--- src/rtl/l1_bus_pkg.sv ---
// L1 interconnect memory map: device indices, address windows and the shared decoder.
package l1_bus_pkg;

    typedef enum logic [2:0] {
        DEV_RAM     = 3'd0,
        DEV_GPIO    = 3'd1,
        DEV_UART    = 3'd2,
        DEV_TIMER   = 3'd3,
        DEV_FRAISE  = 3'd4,
        DEV_SIMCTRL = 3'd5
    } l1_dev_e;

    localparam logic [31:0] SIMCTRL_START = 32'h0002_0000;
    localparam logic [31:0] SIMCTRL_SIZE  = 32'h0000_0400;
    localparam logic [31:0] RAM_START     = 32'h0010_0000;
    localparam logic [31:0] RAM_SIZE      = 32'h0001_0000;
    localparam logic [31:0] FRAISE_START  = 32'h7000_0000;
    localparam logic [31:0] FRAISE_SIZE   = 32'h0000_1000;
    localparam logic [31:0] GPIO_START    = 32'h8000_0000;
    localparam logic [31:0] GPIO_SIZE     = 32'h0000_1000;
    localparam logic [31:0] UART_START    = 32'h8000_1000;
    localparam logic [31:0] UART_SIZE     = 32'h0000_1000;
    localparam logic [31:0] TIMER_START   = 32'h8000_2000;
    localparam logic [31:0] TIMER_SIZE    = 32'h0000_1000;

    typedef struct packed {
        logic    hit;
        l1_dev_e dev;
    } l1_decode_t;

    // Subtract-then-compare so a window touching the top of the map cannot overflow.
    function automatic logic in_window(input logic [31:0] addr, input logic [31:0] start,
                                       input logic [31:0] size);
        return (addr >= start) && ((addr - start) < size);
    endfunction

    function automatic l1_decode_t l1_decode(input logic [31:0] addr);
        l1_decode_t res;
        res.hit = 1'b1;
        res.dev = DEV_RAM;
        if (in_window(addr, RAM_START, RAM_SIZE))              res.dev = DEV_RAM;
        else if (in_window(addr, GPIO_START, GPIO_SIZE))       res.dev = DEV_GPIO;
        else if (in_window(addr, UART_START, UART_SIZE))       res.dev = DEV_UART;
        else if (in_window(addr, TIMER_START, TIMER_SIZE))     res.dev = DEV_TIMER;
        else if (in_window(addr, FRAISE_START, FRAISE_SIZE))   res.dev = DEV_FRAISE;
        else if (in_window(addr, SIMCTRL_START, SIMCTRL_SIZE)) res.dev = DEV_SIMCTRL;
        else                                                   res.hit = 1'b0;
        return res;
    endfunction

endpackage

--- src/rtl/l1_id_fifo.sv ---
// In-order FIFO of outstanding-transaction tags; push is refused when full, pop when empty.
module l1_id_fifo #(
    parameter int unsigned Depth = 4,
    parameter int unsigned Width = 2
) (
    input  logic             clk_i,
    input  logic             rst_ni,
    input  logic             push_i,
    input  logic [Width-1:0] data_i,
    input  logic             pop_i,
    output logic [Width-1:0] data_o,
    output logic             full_o,
    output logic             empty_o
);

    localparam int unsigned PtrW = $clog2(Depth);

    logic [PtrW-1:0]             wr_ptr_q, wr_ptr_d;
    logic [PtrW-1:0]             rd_ptr_q, rd_ptr_d;
    logic [PtrW:0]               count_q, count_d;
    logic [Depth-1:0][Width-1:0] mem_q, mem_d;
    logic                        push_ok, pop_ok;

    assign full_o  = (count_q == (PtrW+1)'(Depth));
    assign empty_o = (count_q == '0);
    assign push_ok = push_i && !full_o;
    assign pop_ok  = pop_i && !empty_o;
    assign data_o  = mem_q[rd_ptr_q];

    always_comb begin
        mem_d    = mem_q;
        wr_ptr_d = wr_ptr_q;
        rd_ptr_d = rd_ptr_q;
        count_d  = count_q;
        if (push_ok) begin
            mem_d[wr_ptr_q] = data_i;
            wr_ptr_d        = wr_ptr_q + 1'b1;
        end
        if (pop_ok) begin
            rd_ptr_d = rd_ptr_q + 1'b1;
        end
        case ({push_ok, pop_ok})
            2'b10:   count_d = count_q + 1'b1;
            2'b01:   count_d = count_q - 1'b1;
            default: count_d = count_q;
        endcase
    end

    always_ff @(posedge clk_i or negedge rst_ni) begin
        if (!rst_ni) begin
            wr_ptr_q <= '0;
            rd_ptr_q <= '0;
            count_q  <= '0;
        end else begin
            wr_ptr_q <= wr_ptr_d;
            rd_ptr_q <= rd_ptr_d;
            count_q  <= count_d;
        end
    end

    always_ff @(posedge clk_i) begin
        mem_q <= mem_d;
    end

endmodule

--- src/rtl/l1_host_arbiter.sv ---
// Round-robin multi-host front-end: decodes, forwards mapped requests to the L1 interconnect,
// answers unmapped ones locally and routes in-order responses back through an ID FIFO.
module l1_host_arbiter
    import l1_bus_pkg::*;
#(
    parameter int unsigned NumHosts       = 2,
    parameter int unsigned DataWidth      = 32,
    parameter int unsigned MaxOutstanding = 4
) (
    input  logic                                   clk_i,
    input  logic                                   rst_ni,
    input  logic [NumHosts-1:0]                    host_req_i,
    output logic [NumHosts-1:0]                    host_gnt_o,
    input  logic [NumHosts-1:0][DataWidth-1:0]     host_addr_i,
    input  logic [NumHosts-1:0]                    host_we_i,
    input  logic [NumHosts-1:0][DataWidth/8-1:0]   host_be_i,
    input  logic [NumHosts-1:0][DataWidth-1:0]     host_wdata_i,
    output logic [NumHosts-1:0]                    host_rvalid_o,
    output logic [NumHosts-1:0][DataWidth-1:0]     host_rdata_o,
    output logic [NumHosts-1:0]                    host_err_o,
    output logic                                   bus_req_o,
    input  logic                                   bus_ready_i,
    output logic [DataWidth-1:0]                   bus_addr_o,
    output logic [2:0]                             bus_dev_o,
    output logic                                   bus_we_o,
    output logic [DataWidth/8-1:0]                 bus_be_o,
    output logic [DataWidth-1:0]                   bus_wdata_o,
    input  logic                                   bus_rvalid_i,
    input  logic [DataWidth-1:0]                   bus_rdata_i
);

    localparam int unsigned IdW = (NumHosts > 1) ? $clog2(NumHosts) : 1;

    typedef struct packed {
        logic [IdW-1:0] id;
        logic           err;
    } id_entry_t;

    logic [IdW-1:0] rr_q, rr_d;
    logic           err_pend_q, err_pend_d;
    logic [IdW-1:0] err_id_q, err_id_d;

    logic [IdW-1:0]       scan_id, cand_id;
    logic                 cand_vld;
    logic [DataWidth-1:0] cand_addr;
    l1_decode_t           dec;
    logic                 fwd, map_gnt, err_gnt;
    logic                 fifo_full, fifo_empty, fifo_pop;
    id_entry_t            push_entry, head;

    // First requester at or after the round-robin pointer, wrapping.
    always_comb begin
        scan_id  = '0;
        cand_id  = '0;
        cand_vld = 1'b0;
        for (int unsigned i = 0; i < NumHosts; i++) begin
            scan_id = IdW'((32'(rr_q) + i) % NumHosts);
            if (!cand_vld && host_req_i[scan_id]) begin
                cand_vld = 1'b1;
                cand_id  = scan_id;
            end
        end
    end

    assign cand_addr = host_addr_i[cand_id];
    assign dec       = l1_decode(32'(cand_addr));

    assign fwd        = cand_vld && dec.hit && !fifo_full;
    assign map_gnt    = fwd && bus_ready_i;
    // Unmapped requests wait for an idle pipe so their error lands in order.
    assign err_gnt    = cand_vld && !dec.hit && fifo_empty && !err_pend_q;
    assign fifo_pop   = bus_rvalid_i && !fifo_empty;
    assign push_entry = '{id: cand_id, err: 1'b0};

    always_comb begin
        rr_d       = rr_q;
        err_pend_d = err_gnt;
        err_id_d   = err_gnt ? cand_id : err_id_q;
        if (map_gnt || err_gnt) begin
            rr_d = (cand_id == IdW'(NumHosts - 1)) ? '0 : cand_id + 1'b1;
        end
    end

    always_comb begin
        host_gnt_o    = '0;
        host_rvalid_o = '0;
        host_err_o    = '0;
        host_rdata_o  = '0;
        if (map_gnt || err_gnt) begin
            host_gnt_o[cand_id] = 1'b1;
        end
        bus_req_o   = fwd;
        bus_addr_o  = fwd ? cand_addr : '0;
        bus_dev_o   = fwd ? dec.dev : 3'd0;
        bus_we_o    = fwd ? host_we_i[cand_id] : 1'b0;
        bus_be_o    = fwd ? host_be_i[cand_id] : '0;
        bus_wdata_o = fwd ? host_wdata_i[cand_id] : '0;
        if (fifo_pop) begin
            host_rvalid_o[head.id] = 1'b1;
            host_err_o[head.id]    = head.err;
            for (int unsigned h = 0; h < NumHosts; h++) begin
                host_rdata_o[h] = bus_rdata_i;
            end
        end
        if (err_pend_q) begin
            host_rvalid_o[err_id_q] = 1'b1;
            host_err_o[err_id_q]    = 1'b1;
        end
    end

    always_ff @(posedge clk_i or negedge rst_ni) begin
        if (!rst_ni) begin
            rr_q       <= '0;
            err_pend_q <= 1'b0;
            err_id_q   <= '0;
        end else begin
            rr_q       <= rr_d;
            err_pend_q <= err_pend_d;
            err_id_q   <= err_id_d;
        end
    end

    l1_id_fifo #(
        .Depth (MaxOutstanding),
        .Width (IdW + 1)
    ) u_id_fifo (
        .clk_i   (clk_i),
        .rst_ni  (rst_ni),
        .push_i  (map_gnt),
        .data_i  (push_entry),
        .pop_i   (fifo_pop),
        .data_o  (head),
        .full_o  (fifo_full),
        .empty_o (fifo_empty)
    );

    // A response with nothing outstanding has no owner and is dropped.
    a_no_orphan_rvalid: assert property (@(posedge clk_i) disable iff (!rst_ni)
        !(bus_rvalid_i && fifo_empty));

endmodule

--- config.mk ---
export PLATFORM = sky130hd
export DESIGN_NAME = l1_host_arbiter
export DESIGN_NICKNAME = d
export VERILOG_FILES = /design/src/rtl/l1_bus_pkg.sv /design/src/rtl/l1_id_fifo.sv /design/src/rtl/l1_host_arbiter.sv
export SDC_FILE = /design/constraint.sdc
export NUM_CORES = 1
export LEC_CHECK = 0
export BUFFER_PORTS_ARGS = -buffer_cell sky130_fd_sc_hd__buf_2
export CORE_AREA = 2 2 126 128
export DETAILED_ROUTE_END_ITERATION = 10
export DIE_AREA = 0 0 128 130
export SLEW_MARGIN = 20
export SYNTH_ARGS = -nofsm -noshare
export SYNTH_HDL_FRONTEND = slang
export SYNTH_SLANG_ARGS = --single-unit
--- constraint.sdc ---
create_clock -name clk_i -period 5.9 [get_ports clk_i]
set_input_delay 0.295 -clock clk_i [delete_from_list [all_inputs] [get_ports clk_i]]
set_output_delay 0.295 -clock clk_i [all_outputs]
set_load 0.01 [all_outputs]
==> results of run 1 <==
==> power by group through the flow <==
stage | Clock (mW) | Sequential (mW) | Combinational (mW)
2_1_floorplan | 0 | 0.150 | 0.417
5_1_grt | 0.140 | 0.161 | 0.664
6_report | 0.128 | 0.157 | 0.602
4_1_cts | 0.133 | 0.156 | 0.604
3_5_place_dp | 0 | 0.158 | 0.601
3_3_place_gp | 0 | 0.157 | 0.600
==> through the flow <==
| stage | instance area, um2 | std cells | power, mW |
|---|---|---|---|
| CTS | 5200 | 987 | 0.893 |
| detailed placement | 5110 | 982 | 0.759 |
| global route | 5200 | 987 | 0.966 |
| global placement | 5110 | 982 | 0.757 |
| floorplan | 3750 | 550 | 0.567 |
| finish | 5200 | 988 | 0.887 |
==> metal layers <==
metal / part of all wire / GRT usage
met3: 0.081 / 0.0258
met2: 0.48 / 0.305
met4: 0.026 / 0.0446
met1: 0.41 / 0.223
met5: 0 / 0
==> what timing repair did <==
| item | in CTS | in global routing |
|---|---|---|
| hold buffers | 1 | 0 |
| endpoints found under the hold margin | 10 | 0 |
| resized for setup | 0 | 0 |
==> registers in the layout (all words and copies together) (netlist names) <==
name,cells
u_id_fifo.wr_ptr_q,2
u_id_fifo.mem_q,4
u_id_fifo.rd_ptr_q,2
err_pend_q,1
rr_q,1
u_id_fifo.count_q,3
err_id_q,1
==> worst register-to-register path, cell delays in order (launching register included) <==
cell	delay, ns
dfrtp_1	0.39
nand2b_1	0.22
nand2_2	0.14
mux2i_1	0.32
ha_1	0.34
or4b_1	0.52
or4b_1	0.56
and3_1	0.18
o21ai_1	0.23
nor4_4	0.07
nor4_2	0.43
and2b_1	0.30
inv_1	0.08
ha_1	0.17
inv_1	0.06
fa_1	0.37
xor2_1	0.15
nor2_1	0.11
xor2_1	0.14
==> cell type report <==
cell class,instances,share of cell area
multi-input combinational,449,0.549
timing repair buffer,315,0.309
sequential,14,0.0712
tap,192,0.0462
clock buffer,3,0.0144
inverter,13,0.00938
clock inverter,1,0.000721
antenna,1,0.000481
==> cells in the final DEF (no fill, tap or decap), types with 5 or more instances in the layout <==
cell type / netlist / routed
and2_1: 42 / 42
nor2_1: 31 / 31
or3_1: 11 / 11
nand2_1: 111 / 110
inv_1: 10 / 10
a21oi_2: 50 / 50
xnor2_1: 6 / 6
a21oi_1: 12 / 12
conb_1: 1 / 10
mux2i_1: 15 / 15
nand3_1: 10 / 10
dfrtp_1: 10 / 10
xor2_1: 7 / 7
buf_4: 42 / 5
nand4_1: 12 / 12
buf_2: 3 / 308
nor4_1: 11 / 11
ha_1: 7 / 7
nor3_1: 15 / 15
o21ai_0: 14 / 14
==> logic make-up (layout without fill, tap and decap cells) <==
logic type,count (synthesis),after routing,share of synthesized area
XOR/XNOR,13,13,0.0307
AND/OR/NAND/NOR,275,275,0.376
other,1,11,0.00101
multiplexers,21,21,0.0616
buffers and inverters,87,332,0.143
adder cells (fa/ha/maj),8,8,0.0290
AO/OA/AOI/OAI,122,122,0.258
flip-flops,14,14,0.0997
==> how the worst max path moves through the flow <==
| stage | endpoint | depth (start not counted) | slack, ns | start |
|---|---|---|---|---|
| 2_1_floorplan | u_id_fifo.count_q[2] | 21 | 0.72 | rr_q |
| 3_3_place_gp | u_id_fifo.count_q[2] | 18 | 1.13 | host_req_i[1] |
| 3_5_place_dp | u_id_fifo.count_q[2] | 18 | 1.01 | host_req_i[1] |
| 4_1_cts | bus_addr_o[14] | 14 | 0.89 | rr_q |
| 5_1_grt | bus_addr_o[14] | 14 | 0.62 | rr_q |
| 6_report | bus_addr_o[30] | 14 | 0.89 | rr_q |
==> reports/qor.csv, run 1 <==
metric;value;unit
cpPeakStageDelay;0.56;ns
dr.pass1.iters;5;
maxCapViolations;0;
min_path_type;in -> async;
dpl_worst_slack;1.01;ns
syn_to_final_growth;40.1;%
combPwrFrac;0.678;
reg2reg_to;u_id_fifo.count_q[2];
p_int;0.453;mW
ff_latch_area;370;um2
grt_overflow_total;0;
cp.required;5.61;ns
track_usage;0.173;
ys_top_cells_by_area;a21oi_2 (12%), nand2_1 (11%), buf_4 (8.5%), and2_1 (7.1%), dfrtp_1 (6.7%);
peakVddDrop;0.143;mV
finalHoldViolations;0;
finalWorstSetupSlack;0.886;ns
hpwl;13000;um
swShare;0.490;
synth_most_common_cell;nand2_1;
pwr-share-clk;0.145;
crit_family;simple AND/OR/NAND/NOR gates;
cts_buffer_depth;2;
n_fill_cell;1690;
reg2reg_setup_slack;1.04;ns
critical_path.slowest_cell;or4b_1;
vias;4953;
clock.fmax;199;MHz
synth_top_cell_by_area;a21oi_2;
multi_input_area;2860;um2
cts_buffers;3;
finalSetupViolations;0;
slew_headroom;0.328;
fin_skew;0.000630;ns
crit_top_cell;or4b_1;
seq_area_frac_synth;0.0997;
rsz0062_at_grt;false;
pwr-share-seq;0.177;
r2r_start;rr_q;
die_h;130;um
synth-edff-count;4;
rr_worst_depth;18;
netlist_area;3710;um2
netlist-cell-type-count;73;
slew_viol_final;0;
grt_max_degree;73;
path_cells;nand2b_1 > nand2_2 > mux2i_1 > ha_1 > or4b_1 > or4b_1 > and3_1 > o21ai_1 > nor4_4 > nor4_2 > nand2b_4 > buf_12 > nor2_1 > buf_2;
h-tree-depth;1;
path_class;reg -> out;
end_kind;output port;
port_buffers;308;
die_x;128;um
routabilityCongestion;0.919;
tns;0;ns
pin_count;319;
vias_per_cell;5.01;
fin_crit;5.01;ns
p_sw;0.435;mW
insertion_delay;0.24;ns
root_buffer;clkbuf_16;
core_area;15400;um2
path_buf_inv;2;
yosys-top-cells-count;nand2_1 (111), a21oi_2 (50), and2_1 (42), buf_4 (42), nor2_1 (31);
synth_flop_cell;dfrtp_1;
ant_nets;0;
rows;46;
avgSynthCellArea;6.87;um2
routedWlPerCell;16.1;um
startpoint_type;flop;
whs;0.448;ns
power_density;170;nW/um2
yosys_register_bits;14;
antenna_found_initial;1;
dieArea;16600;um2
tightest_slew;1.01;ns
status;finished clean;
grt_pass1_wl;23200;um
fin_nets;980;
timing.final.crit_share;0.850;
async_reset_ff_frac;0.714;
critPathMaxFanout;37;
clkTransAtPathRegs;0.05;ns
drt-total-wl;15900;um
drc;0;
clkSinkCount;14;
grt_pass1_vias;4414;
arrival;4.72;ns
drtIter0Drc;510;
layout-drive-gt1-share;0.484;
netlist_instances;541;
cts_tree;built;
ys.warnings.count;0;
cts_setup_buffers;0;
yosysTopAreaCellShare;0.118;
start_util;0.241;
fin_util;0.337;
power_leakage;2.65;nW
Note: power is estimated with default switching activity, not from simulation.
==> run 2: changes to the inputs <==
CORE_AREA = 2 2 125 127   (was 2 2 126 128)
DIE_AREA = 0 0 127 129   (was 0 0 128 130)
clock period = 4.23 ns   (was 5.9 ns; I/O delays follow)
==> run 2 against run 1 <==
Clock skew hardly changed. Utilization rose by 3.1 points. Sequential power increased by 38%. Routed wire length up 2.6%. Combinational power up 50%. Clock-buffer cell count unchanged. Die area decreased by 1.5%. Critical path type unchanged. Critical endpoint is now bus_wdata_o[19]. Highest routed layer unchanged.
==> reports/qor.csv, run 2 (synthesized netlist as in run 1, its figures left out) <==
metric;value;unit;change
cp.required;4.02;ns;was 5.61 ns
multi_input_area;2970;um2;was 2860 um2
stdcell_area;5520;um2;was 5200 um2
fin_crit;4.09;ns;
finalHoldViolations;0;;unchanged
power.total;1.30;mW;was 0.887 mW
grt_pass1_vias;4376;;was 4,414
dieArea;16400;um2;was 16,600 um2
cts_buffers;3;;unchanged
power_density;236;nW/um2;was 170 nW/um2
core_area;15000;um2;was 15,400 um2
critical_path.slowest_cell;or4b_4;;was or4b_1
grt_use_met2;0.298;;was 0.305
place_area;5260;um2;was 5110 um2
arrival;3.88;ns;was 4.72 ns
critPathMaxFanout;16;;was 37
final_cell_mix;buf_2 (308), nand2_1 (110), a21oi_2 (50), and2_1 (42), nor2_1 (26);;was buf_2 (308), nand2_1 (110), a21oi_2 (50), and2_1 (42), nor2_1 (31)
fin_util;0.368;;was 0.337
whs;0.393;ns;was 0.448 ns
status;finished clean;;unchanged
layout-drive-gt1-share;0.520;;was 0.484
ff_latch_area;370;um2;unchanged
syn_to_final_growth;48.5;%;was 40.1%
pwr-share-clk;0.139;;was 0.145
pin_count;319;;unchanged
vias_per_cell;5.03;;was 5.01
largest_reg_flops;4;;unchanged
hpwl;13400;um;was 13,000 um
crit_top_cell;nand2b_4;;was or4b_1
timing.final.crit_share;0.968;;
cts_buffer_depth;2;;unchanged
path_class;reg -> out;;unchanged
end_kind;output port;;unchanged
fin_nets;1000;;was 980
dr.pass1.iters;7;;was 5
drc;0;;unchanged
track_usage;0.175;;was 0.173
tightest_slew;0.617;ns;was 1.01 ns
grt_pass1_wl;23300;um;was 23,200 um
clkTransAtPathRegs;0.05;ns;about the same
p_int;0.670;mW;was 0.453 mW
regMostFlops;u_id_fifo.mem_q;;unchanged
drtIter0Drc;515;;was 510
grt_overflow_total;0;;unchanged
grt_use_met3;0.0358;;was 0.0258
drt-total-wl;16300;um;was 15,900 um
power_leakage;2.78;nW;was 2.65 nW
h-tree-depth;1;;unchanged
start_util;0.248;;was 0.241
root_buffer;clkbuf_16;;unchanged
min_path_type;in -> async;;unchanged
use_met1;0.226;;was 0.223
path_cells;nand2b_4 > nand2_8 > mux2i_4 > ha_4 > or4b_4 > o32a_1 > a221oi_2 > xnor2_1 > a2111oi_2 > nor4_2 > buf_4 > nand2b_4 > buf_12 > a21oi_2 > buf_2;;was nand2b_1 > nand2_2 > mux2i_1 > ha_1 > or4b_1 > or4b_1 > and3_1 > o21ai_1 > nor4_4 > nor4_2 > nand2b_4 > buf_12 > nor2_1 > buf_2
slew_viol_final;0;;unchanged
combPwrFrac;0.695;;was 0.678
finalSetupViolations;0;;unchanged
die_h;129;um;was 130 um
slew_headroom;0.585;;was 0.328
vias;5043;;was 4,953
top_usage_layer;met2;;unchanged
rsz0062_at_grt;true;;was false
rows;45;;was 46
pwr-share-seq;0.166;;was 0.177
ant_nets;0;;unchanged
die_x;127;um;was 128 um
p_sw;0.632;mW;was 0.435 mW
maxCapViolations;0;;unchanged
num_antenna_cells;0;;was 1
cts_tree;built;;unchanged
cpPeakStageDelay;0.48;ns;was 0.56 ns
port_buffers;308;;unchanged
insertion_delay;0.24;ns;about the same
swShare;0.486;;was 0.490
clkSinkCount;14;;unchanged
grt_max_degree;56;;was 73
routedWlPerCell;16.3;um;was 16.1 um
routabilityCongestion;0.964;;was 0.919
layout_commonest_cell;buf_2;;unchanged
antenna_found_initial;0;;was 1
clock.fmax;244;MHz;
n_fill_cell;1595;;was 1,690
fin_skew;0.000999;ns;was 0.000630 ns
startpoint_type;flop;;unchanged
peakVddDrop;0.127;mV;was 0.143 mV
top_regs;u_id_fifo.mem_q (4), u_id_fifo.count_q (3);;unchanged
[run 2: cell types whose count changed in the layout (fill, tap and decap cells not counted), sizes merged]
cell / delta
buf: +17
nand2b: +1
clkbuf: +2
diode: -1
[run 2: final cells by class]
cell class              instances  share of cell area
well taps                     188              0.0426
repair buffers                334               0.328
multi-input cells             450               0.539
inverters                      13             0.00884
flip-flops and latches         14              0.0671
clock buffers                   3              0.0136
clock inverters                 1            0.000680
[run 2: final timing paths]
check	start	to	slack, ns	depth (start not counted)
max in group asynchronous	rst_ni	u_id_fifo.count_q[0]	3.63	2
max	rr_q	bus_wdata_o[19]	0.14	15
min reg2reg	u_id_fifo.rd_ptr_q[1]	u_id_fifo.rd_ptr_q[1]	0.48	1
max reg2reg	rr_q	u_id_fifo.count_q[2]	0.14	18
min in group clk_i	u_id_fifo.rd_ptr_q[1]	u_id_fifo.rd_ptr_q[1]	0.48	1
min	rst_ni	u_id_fifo.wr_ptr_q[0]	0.39	2
[run 2: power groups by stage]
stage / clock [mW] / sequential, mW / combinational [mW]
global placement: 0 / 0.218 / 0.877
detailed placement: 0 / 0.219 / 0.873
floorplan: 0 / 0.210 / 0.616
CTS: 0.185 / 0.217 / 0.878
global route: 0.195 / 0.223 / 0.988
finish: 0.181 / 0.216 / 0.905
[run 2: routing by layer]
layer / up-vias / share of wire
met5: - / 0
met4: 0 / 0.021
met3: 36 / 0.096
met2: 318 / 0.48
met1: 2268 / 0.40
li1: 2421 / -
[run 2: worst max-delay path: cells and delay by family (launching register included)]
kind | cells | cell delay [ns]
buffers and inverters | 3 | 0.53
XOR/XNOR | 1 | 0.11
flip-flops | 1 | 0.39
adder cells (fa/ha/maj) | 1 | 0.20
multiplexers | 1 | 0.28
AND/OR/NAND/NOR | 5 | 1.07
AO/OA/AOI/OAI | 4 | 1.04
[run 2: what timing repair did]
| action | in CTS | in global routing |
|---|---|---|
| endpoints found under the hold margin | 10 | 0 |
| setup buffers | 3 | 5 |
| gates cloned | 0 | 3 |
| hold buffers | 1 | 0 |
| endpoints found under the setup margin | 45 | 63 |
| gates resized for setup | 2 | 10 |
| pin swaps | 1 | 1 |
[run 2: per-stage QoR]
| stage | setup TNS (ns) | setup slack, ns | cells |
|---|---|---|---|
| after detailed placement | 0 | 0.0800 | 987 |
| final | 0 | 0.135 | 1003 |
| after global placement | 0 | 0.148 | 987 |
| after global routing | -1.33 | -0.0516 | 1003 |
| after floorplan | -0.189 | -0.152 | 550 |
| after CTS | 0 | 0.0555 | 995 |
==> run 3: changes to the inputs <==
CORE_AREA = 2 2 123 125   (was 2 2 125 127)
DIE_AREA = 0 0 125 127   (was 0 0 127 129)
==> run 3 against run 2 <==
Via count increased by 0.42%. Global-route usage increased by 1.1 points. Sequential share of layout area about the same. Sequential cell count unchanged. Clock skew about the same. Non-clock buffer count unchanged. Largest cell class unchanged. Largest power group unchanged.
==> reports/qor.csv, run 3 (synthesized netlist as in run 1, its figures left out) <==
metric;value;unit;change
stdcell_area;5490;um2;was 5520 um2
critPathMaxFanout;5;;was 16
status;finished clean;;unchanged
cp.required;4.40;ns;was 4.02 ns
slew_headroom;0.456;;was 0.585
rsz0062_at_grt;true;;unchanged
h-tree-depth;1;;unchanged
path_buf_inv;2;;was 3
rr_worst_depth;18;;unchanged
ant_nets;0;;unchanged
vias_per_cell;5.07;;was 5.03
tightest_slew;0.796;ns;was 0.617 ns
dpl_worst_slack;0.0957;ns;was 0.0800 ns
grt_max_degree;47;;was 56
die_h;127;um;was 129 um
dieArea;15900;um2;was 16,400 um2
num_antenna_cells;0;;unchanged
min_path_type;in -> async;;unchanged
end_kind;flop;;was output port
timing.final.crit_share;0.962;;was 0.968
power.total;1.32;mW;was 1.30 mW
routedWlPerCell;16.3;um;about the same
final_cells;998;;was 1,003
fin_util;0.381;;was 0.368
grt_overflow_total;0;;unchanged
fin_nets;999;;was 1,000
cts_buffer_depth;2;;unchanged
vias;5064;;was 5,043
power_leakage;2.78;nW;about the same
hpwl;13200;um;was 13,400 um
whs;0.381;ns;was 0.393 ns
fin_skew;0.00137;ns;was 0.000999 ns
maxCapViolations;0;;unchanged
peakVddDrop;0.123;mV;was 0.127 mV
clkTransAtPathRegs;0.05;ns;about the same
grt_pass1_wl;24400;um;was 23,300 um
clkSinkCount;14;;unchanged
largest_reg_flops;4;;unchanged
finalHoldViolations;0;;unchanged
die_x;125;um;was 127 um
cpPeakStageDelay;0.48;ns;about the same
clock.fmax;246;MHz;was 244 MHz
crit_family;simple AND/OR/NAND/NOR gates;;unchanged
insertion_delay;0.24;ns;about the same
regMostFlops;u_id_fifo.mem_q;;unchanged
routabilityCongestion;0.988;;was 0.964
slew_viol_final;0;;unchanged
startpoint_type;flop;;unchanged
grt_pass1_vias;4651;;was 4,376
fin_crit;4.07;ns;was 4.09 ns
layout_commonest_cell;buf_2;;unchanged
track_usage;0.186;;was 0.175
tns;0;ns;unchanged
rows;44;;was 45
root_buffer;clkbuf_16;;unchanged
antenna_found_initial;0;;unchanged
drtIter0Drc;466;;was 515
cts_buffers;3;;unchanged
path_cells;nand2b_4 > nand2_8 > mux2i_4 > ha_4 > or4b_4 > o32a_1 > a221oi_2 > xnor2_2 > a2111oi_4 > nor4_2 > and2b_2 > inv_2 > ha_4 > inv_2 > fa_2 > xor2_1 > nor2_1 > xor2_1;;was nand2b_4 > nand2_8 > mux2i_4 > ha_4 > or4b_4 > o32a_1 > a221oi_2 > xnor2_1 > a2111oi_2 > nor4_2 > buf_4 > nand2b_4 > buf_12 > a21oi_2 > buf_2
layout-drive-gt1-share;0.514;;was 0.520
core_area;14400;um2;was 15,000 um2
port_buffers;308;;unchanged
syn_to_final_growth;47.8;%;was 48.5%
finalWorstSetupSlack;0.162;ns;was 0.135 ns
top_regs;u_id_fifo.mem_q (4), u_id_fifo.count_q (3);;unchanged
final_cell_mix;buf_2 (308), nand2_1 (110), a21oi_2 (50), and2_1 (42), nor2_1 (31);;was buf_2 (308), nand2_1 (110), a21oi_2 (50), and2_1 (42), nor2_1 (26)
post-place-cells;986;;was 987
drt-total-wl;16200;um;was 16,300 um
pin_count;319;;unchanged
dr.pass1.iters;6;;was 7
n_fill_cell;1552;;was 1,595
arrival;4.24;ns;was 3.88 ns
drc;0;;unchanged
path_class;reg -> reg;;was reg -> out
power_density;240;nW/um2;was 236 nW/um2
cts_tree;built;;unchanged
finalSetupViolations;0;;unchanged
place_area;5280;um2;was 5260 um2
start_util;0.258;;was 0.248
critical_path.slowest_cell;or4b_4;;unchanged
path_depth;18;;was 15
-- run 3: changes by cell type in the layout (fill, tap and decap cells not counted), moves of 2 or more --
cell	delta
buf_6	-3
nor2_1	+5
nor2_2	-4
clkbuf_8	+2
buf_4	+3
-- run 3: worst paths after layout --
check,slack (ns),endpoint,start
worst max register to register,0.16,u_id_fifo.count_q[2],rr_q
worst min-delay path,0.38,u_id_fifo.rd_ptr_q[1],rst_ni
worst min register to register,0.48,u_id_fifo.rd_ptr_q[1],u_id_fifo.rd_ptr_q[1]
worst max-delay path,0.16,u_id_fifo.count_q[2],rr_q
max in group asynchronous,3.65,rr_q,rst_ni
min in group clk_i,0.48,u_id_fifo.rd_ptr_q[1],u_id_fifo.rd_ptr_q[1]
-- run 3: cell type report --
type / count / area [um2] / area share
clock buffer: 4 / 88.8 / 0.0162
inverter: 13 / 48.8 / 0.00889
multi-input combinational: 449 / 2960 / 0.540
sequential: 14 / 370 / 0.0675
tap: 184 / 230 / 0.0419
timing repair buffer: 334 / 1790 / 0.326
-- run 3: power by group --
part	internal, mW	switching [mW]
clock network	0.143	0.0550
logic	0.368	0.536
registers	0.181	0.0366
-- run 3: layer usage --
| metal | GRT usage | wire (um) | up-vias | share of wire |
|---|---|---|---|---|
| met2 | 0.324 | 7900 | 342 | 0.49 |
| met3 | 0.0306 | 1520 | 47 | 0.093 |
| met4 | 0.0542 | 465 | 0 | 0.029 |
| met1 | 0.236 | 6350 | 2248 | 0.39 |
| li1 | - | - | 2427 | - |
| met5 | 0 | 0 | - | 0 |
-- run 3: repair_timing --
| item | in CTS | in global routing |
|---|---|---|
| hold buffers | 1 | 0 |
| endpoints found under the hold margin | 10 | 0 |
| setup buffers | 0 | 6 |
| gates resized for setup | 2 | 4 |
| endpoints found under the setup margin | 52 | 57 |
| pin swaps | 1 | 2 |
| gates cloned | 0 | 1 |
